### config.mk
export PLATFORM = sky130hd
export DESIGN_NAME = pwl_activation_unit
export DESIGN_NICKNAME = d
export VERILOG_FILES = /design/src/rtl/pwl_activation_unit.sv
export SDC_FILE = /design/constraint.sdc
export NUM_CORES = 1
export LEC_CHECK = 0
export ABC_CLOCK_PERIOD_IN_PS = 4750
export BUFFER_PORTS_ARGS = -buffer_cell sky130_fd_sc_hd__clkbuf_2
export CAP_MARGIN = 20
export CORE_ASPECT_RATIO = 2
export CORE_MARGIN = 4
export CORE_UTILIZATION = 59
export CTS_BUF_LIST = sky130_fd_sc_hd__clkbuf_4 sky130_fd_sc_hd__clkbuf_8
export DETAILED_ROUTE_END_ITERATION = 6
export PLACE_DENSITY = 0.82
export SLEW_MARGIN = 10
export SYNTH_ARGS = -nofsm -noshare
export SYNTH_HDL_FRONTEND = slang
export SYNTH_SLANG_ARGS = --single-unit
### constraint.sdc
create_clock -name clk -period 4.75 [get_ports clk]
set_input_delay 0.95 -clock clk [delete_from_list [all_inputs] [get_ports clk]]
set_output_delay 0.95 -clock clk [all_outputs]
set_load 0.01 [all_outputs]
### src/rtl/pwl_activation_unit.sv
// Piecewise-linear activation: writable breakpoint table, segment select on the
// upper input bits, 3-stage interpolation pipeline with a global stall.
module pwl_activation_unit #(
    parameter int DATA_W = 8,
    parameter int IDX_W  = 4,
    parameter int ROUND  = 0
) (
    input  logic                     clk,
    input  logic                     rst_n,
    input  logic                     in_valid,
    output logic                     in_ready,
    input  logic signed [DATA_W-1:0] in_x,
    output logic                     out_valid,
    input  logic                     out_ready,
    output logic signed [DATA_W-1:0] out_y,
    input  logic                     tbl_we,
    input  logic        [IDX_W-1:0]  tbl_addr,
    input  logic signed [DATA_W-1:0] tbl_data
);
    localparam int FRAC_W = DATA_W - IDX_W;
    localparam int DEPTH  = 2 ** IDX_W;
    localparam int PW     = DATA_W + FRAC_W + 2;
    localparam logic signed [PW-1:0] RND = (ROUND != 0) ? (PW'(1) << (FRAC_W - 1)) : PW'(0);

    logic signed [DATA_W-1:0] tbl [DEPTH];

    logic                     advance;
    logic        [DATA_W-1:0] u;
    logic        [IDX_W-1:0]  idx;
    logic        [IDX_W-1:0]  idx_nx;
    logic        [FRAC_W-1:0] rem;

    logic                     s1_valid;
    logic signed [DATA_W-1:0] s1_base;
    logic signed [DATA_W-1:0] s1_next;
    logic        [FRAC_W-1:0] s1_rem;
    logic                     s2_valid;
    logic signed [DATA_W-1:0] s2_base;
    logic signed [PW-1:0]     s2_prod;

    logic signed [DATA_W:0]   diff;
    logic signed [PW-1:0]     diff_ext;
    logic signed [PW-1:0]     rem_ext;
    logic signed [PW-1:0]     prod_c;
    logic signed [PW-1:0]     y_full;

    assign advance  = !out_valid | out_ready;
    assign in_ready = advance;

    // Offset-binary view of the input makes the segment index monotonic in x.
    assign u      = {~in_x[DATA_W-1], in_x[DATA_W-2:0]};
    assign idx    = u[DATA_W-1:FRAC_W];
    assign rem    = u[FRAC_W-1:0];
    assign idx_nx = (idx == '1) ? idx : idx + 1'b1;

    always_comb begin
        diff     = {s1_next[DATA_W-1], s1_next} - {s1_base[DATA_W-1], s1_base};
        diff_ext = PW'(diff);
        rem_ext  = PW'(s1_rem);
        prod_c   = diff_ext * rem_ext + RND;
        y_full   = PW'(s2_base) + (s2_prod >>> FRAC_W);
    end

    // Table writes ignore the stall; S1 samples the pre-write contents.
    always_ff @(posedge clk or negedge rst_n) begin
        if (!rst_n) begin
            for (int unsigned i = 0; i < DEPTH; i++) begin
                tbl[i] <= '0;
            end
        end else if (tbl_we) begin
            tbl[tbl_addr] <= tbl_data;
        end
    end

    always_ff @(posedge clk or negedge rst_n) begin
        if (!rst_n) begin
            s1_valid  <= 1'b0;
            s1_base   <= '0;
            s1_next   <= '0;
            s1_rem    <= '0;
            s2_valid  <= 1'b0;
            s2_base   <= '0;
            s2_prod   <= '0;
            out_valid <= 1'b0;
            out_y     <= '0;
        end else if (advance) begin
            s1_valid  <= in_valid;
            s1_base   <= tbl[idx];
            s1_next   <= tbl[idx_nx];
            s1_rem    <= rem;
            s2_valid  <= s1_valid;
            s2_base   <= s1_base;
            s2_prod   <= prod_c;
            out_valid <= s2_valid;
            out_y     <= y_full[DATA_W-1:0];
        end
    end
endmodule

==> run metrics <==
clock insertion delay at the later pin of the skew report=0.48 ns; final hold slack=0.316 ns; status=finished clean; Critical Path AT=5.13 ns; Max Fclk=0.212 GHz; largest net degree at the start of global routing=115; Longest Clk Path Bufs=2; Critical Path Max Stage Delay=0.55 ns; kind of end point of the critical path=flip-flop; dpl cells=1,180; CTS tree=yes; kind of critical path=flip-flop to flip-flop; EDFF count, synth=0; Worst Path Max Fanout=4; width of the die=102 um; max_cap viols=0; Critical Path Source Type=flip-flop; final WL=26,300 um; ys async rst share=100%; # fillers=1,295; Worst path slowest cell=fa_1; power density over cell area=701 nW/um^2; Cell Area, Synth=10,500 um^2; Die Ht=196 um; most frequent cells in the layout=dfrtp_1 (175), nand2_1 (156), mux2_2 (137); Final Skew=0.0142 ns; Worst R2R Setup Slack=0.03 ns; Area contributors post-synth=dfrtp_1 (42%), mux2_2 (15%), nand2_1 (5.6%), mux4_2 (5.2%), ha_1 (4.2%); Primary FF master, synth=dfrtp_1; hold_buf cts=0; post-route clock period utilization=99.4%; first-pass GRT wire length=40,900 um; Cell variety after synth=57; Hold Path Class=primary input to async pin; total track usage=26.6%; cell taking the most area after synthesis=dfrtp_1; area added between synthesis and finish=9.75%; final slew viol count=0; nets@finish=1,075; CTS clk-pin slew, worst paths=0.10 ns; dpl cell area=10,900 um^2; register area share after synthesis=41.8%; number of global-route vias before repair=7,948; most common cell after layout, fill and taps aside=dfrtp_1; CTS Root Cell=clkbuf_8; DR vias/cell=6.46; Syn Inst Count=969; DRT Pass-1 Iters=7; WP data required=5.16 ns; first-iteration detailed-routing DRC count=671; post-synth top area share=41.8%; Initial Util=60.3%; Yosys warning total=0; worst-margin pin slew=1.10 ns; via count=7,884; worst-path cell chain=inv_2 -> ha_4 -> nor2b_2 -> o21ai_2 -> a21boi_2 -> o21a_1 -> buf_4 -> o21a_4 -> nor3b_2 -> ha_1 -> inv_1 -> fa_1 -> fa_1 -> inv_1 -> ha_4 -> o21a_1 -> o21ai_2 -> a211oi_2 -> a2111oi_4 -> xnor3_1 -> o21ai_2; Die ar.=20,100 um^2; ant diodes=0; CTS Sinks=175; P_leak=0.00511 uW; H-Tree Level Count=4; Post-DRT Antenna Nets=0; total core area=17,400 um^2; GP Congestion=0.898; syn_nets=1,046; final setup fails=0; gr ovfl total=0; row cnt=68; final cell count without fillers=1,221; Wirelength per Cell=21.5 um; worst vdd ir=0.462 mV; fin crit period=4.72 ns; CTS Buf Count=17; relative slew slack=26.3%; Worst path most repeated cell=o21ai_2; setup TNS=0 ns; Avg Synthesized Cell Area=10.8 um^2; DRC Markers=0; DPL Wire Length=18,000 um; fin area=11,500 um^2; initial antenna violation count=0; Final Hold Fails=0; # IOs=35; fin util=66.2%; Yosys reg bits=175; port buffer count=34; layout cell share with drive strength beyond 1=29.3%
==> critical path: cells and delay by family (launching register included) <==
| kind | cells | cell delay, ns |
|---|---|---|
| buffers and inverters | 4 | 0.39 |
| flip-flops | 1 | 0.40 |
| XOR/XNOR | 1 | 0.28 |
| AND/OR/NAND/NOR | 2 | 0.33 |
| adder cells (fa/ha/maj) | 5 | 1.68 |
| AO/OA/AOI/OAI | 9 | 1.60 |
==> per-layer routing <==
| layer | track usage (%) | vias up | share of wire, % |
|---|---|---|---|
| li1 | - | 3491 | - |
| met1 | 27.0 | 3962 | 33 |
| met2 | 49.2 | 315 | 57 |
| met3 | 3.61 | 116 | 4.0 |
| met4 | 16.8 | 0 | 6.1 |
| met5 | 0 | - | 0 |
==> power breakdown <==
group          internal, uW  total [uW]  switching, uW  leakage [uW]
Clock                   488        1040            556      0.000200
Combinational          2320        4760           2440       0.00278
Sequential             1930        2260            325       0.00213
==> cells in the mapped netlist (18+ instances only) <==
master	number
mux4_2	24
nor2b_1	18
ha_1	35
o21ai_0	27
clkbuf_1	33
nand2_1	156
dfrtp_1	175
nand3_1	36
mux2i_1	36
mux2_2	137
inv_1	42
nor2_1	36
==> layout make-up <==
cell class,count,area [um^2],share of cell area [%]
clock buffer,19,255,2.22
inverter,43,161,1.40
timing repair buffer,69,475,4.14
multi-input combinational,692,5820,50.6
tap,210,263,2.29
sequential,175,4380,38.1
clock inverter,13,139,1.21
==> metrics by stage <==
step	worst slack (ns)	total power [uW]
4_1_cts	0.0608	7430
3_5_place_dp	-0.238	6390
5_1_grt	-0.107	8630
6_report	0.0287	8060
3_3_place_gp	-0.0287	6160
2_1_floorplan	0.146	5160
==> cell families after synthesis <==
kind of cell,count (synthesis),synth area share [%]
buffers and inverters,102,4.19
and+or+nand+nor,307,13.5
adders and majority gates,52,7.43
muxes,198,23.5
xor gates and xnor gates,16,1.47
DFF,175,41.8
AOI/OAI and AO/OA,119,8.16
==> state kept, by name, summed over array words and instances (netlist names) <==
name	cells
out_valid	1
out_y	8
s1_base	8
s1_next	8
s1_rem	4
s1_valid	1
s2_base	8
s2_prod	8
s2_valid	1
tbl	128
==> worst paths after layout <==
path / endpoint / startpoint / depth (start not counted)
hold reg to reg: s2_valid / s1_valid / 2
min in group clk: s2_valid / s1_valid / 2
setup reg to reg: s2_prod[11] / s1_base[1] / 21
setup / recovery: s2_prod[11] / s1_base[1] / 21
hold / removal: s2_prod[11] / rst_n / 1
max in group asynchronous: s1_next[1] / rst_n / 3
==> timing repair <==
| item | in CTS | in global routing |
|---|---|---|
| endpoints found under the hold margin | 0 | 0 |
| gates cloned | 0 | 0 |
| pin swaps | 1 | 14 |
| endpoints found under the setup margin | 1 | 6 |
| buffers inserted | 0 | 7 |
| gates resized for setup | 4 | 26 |
No activity file was read; power rests on OpenSTA's default activity.
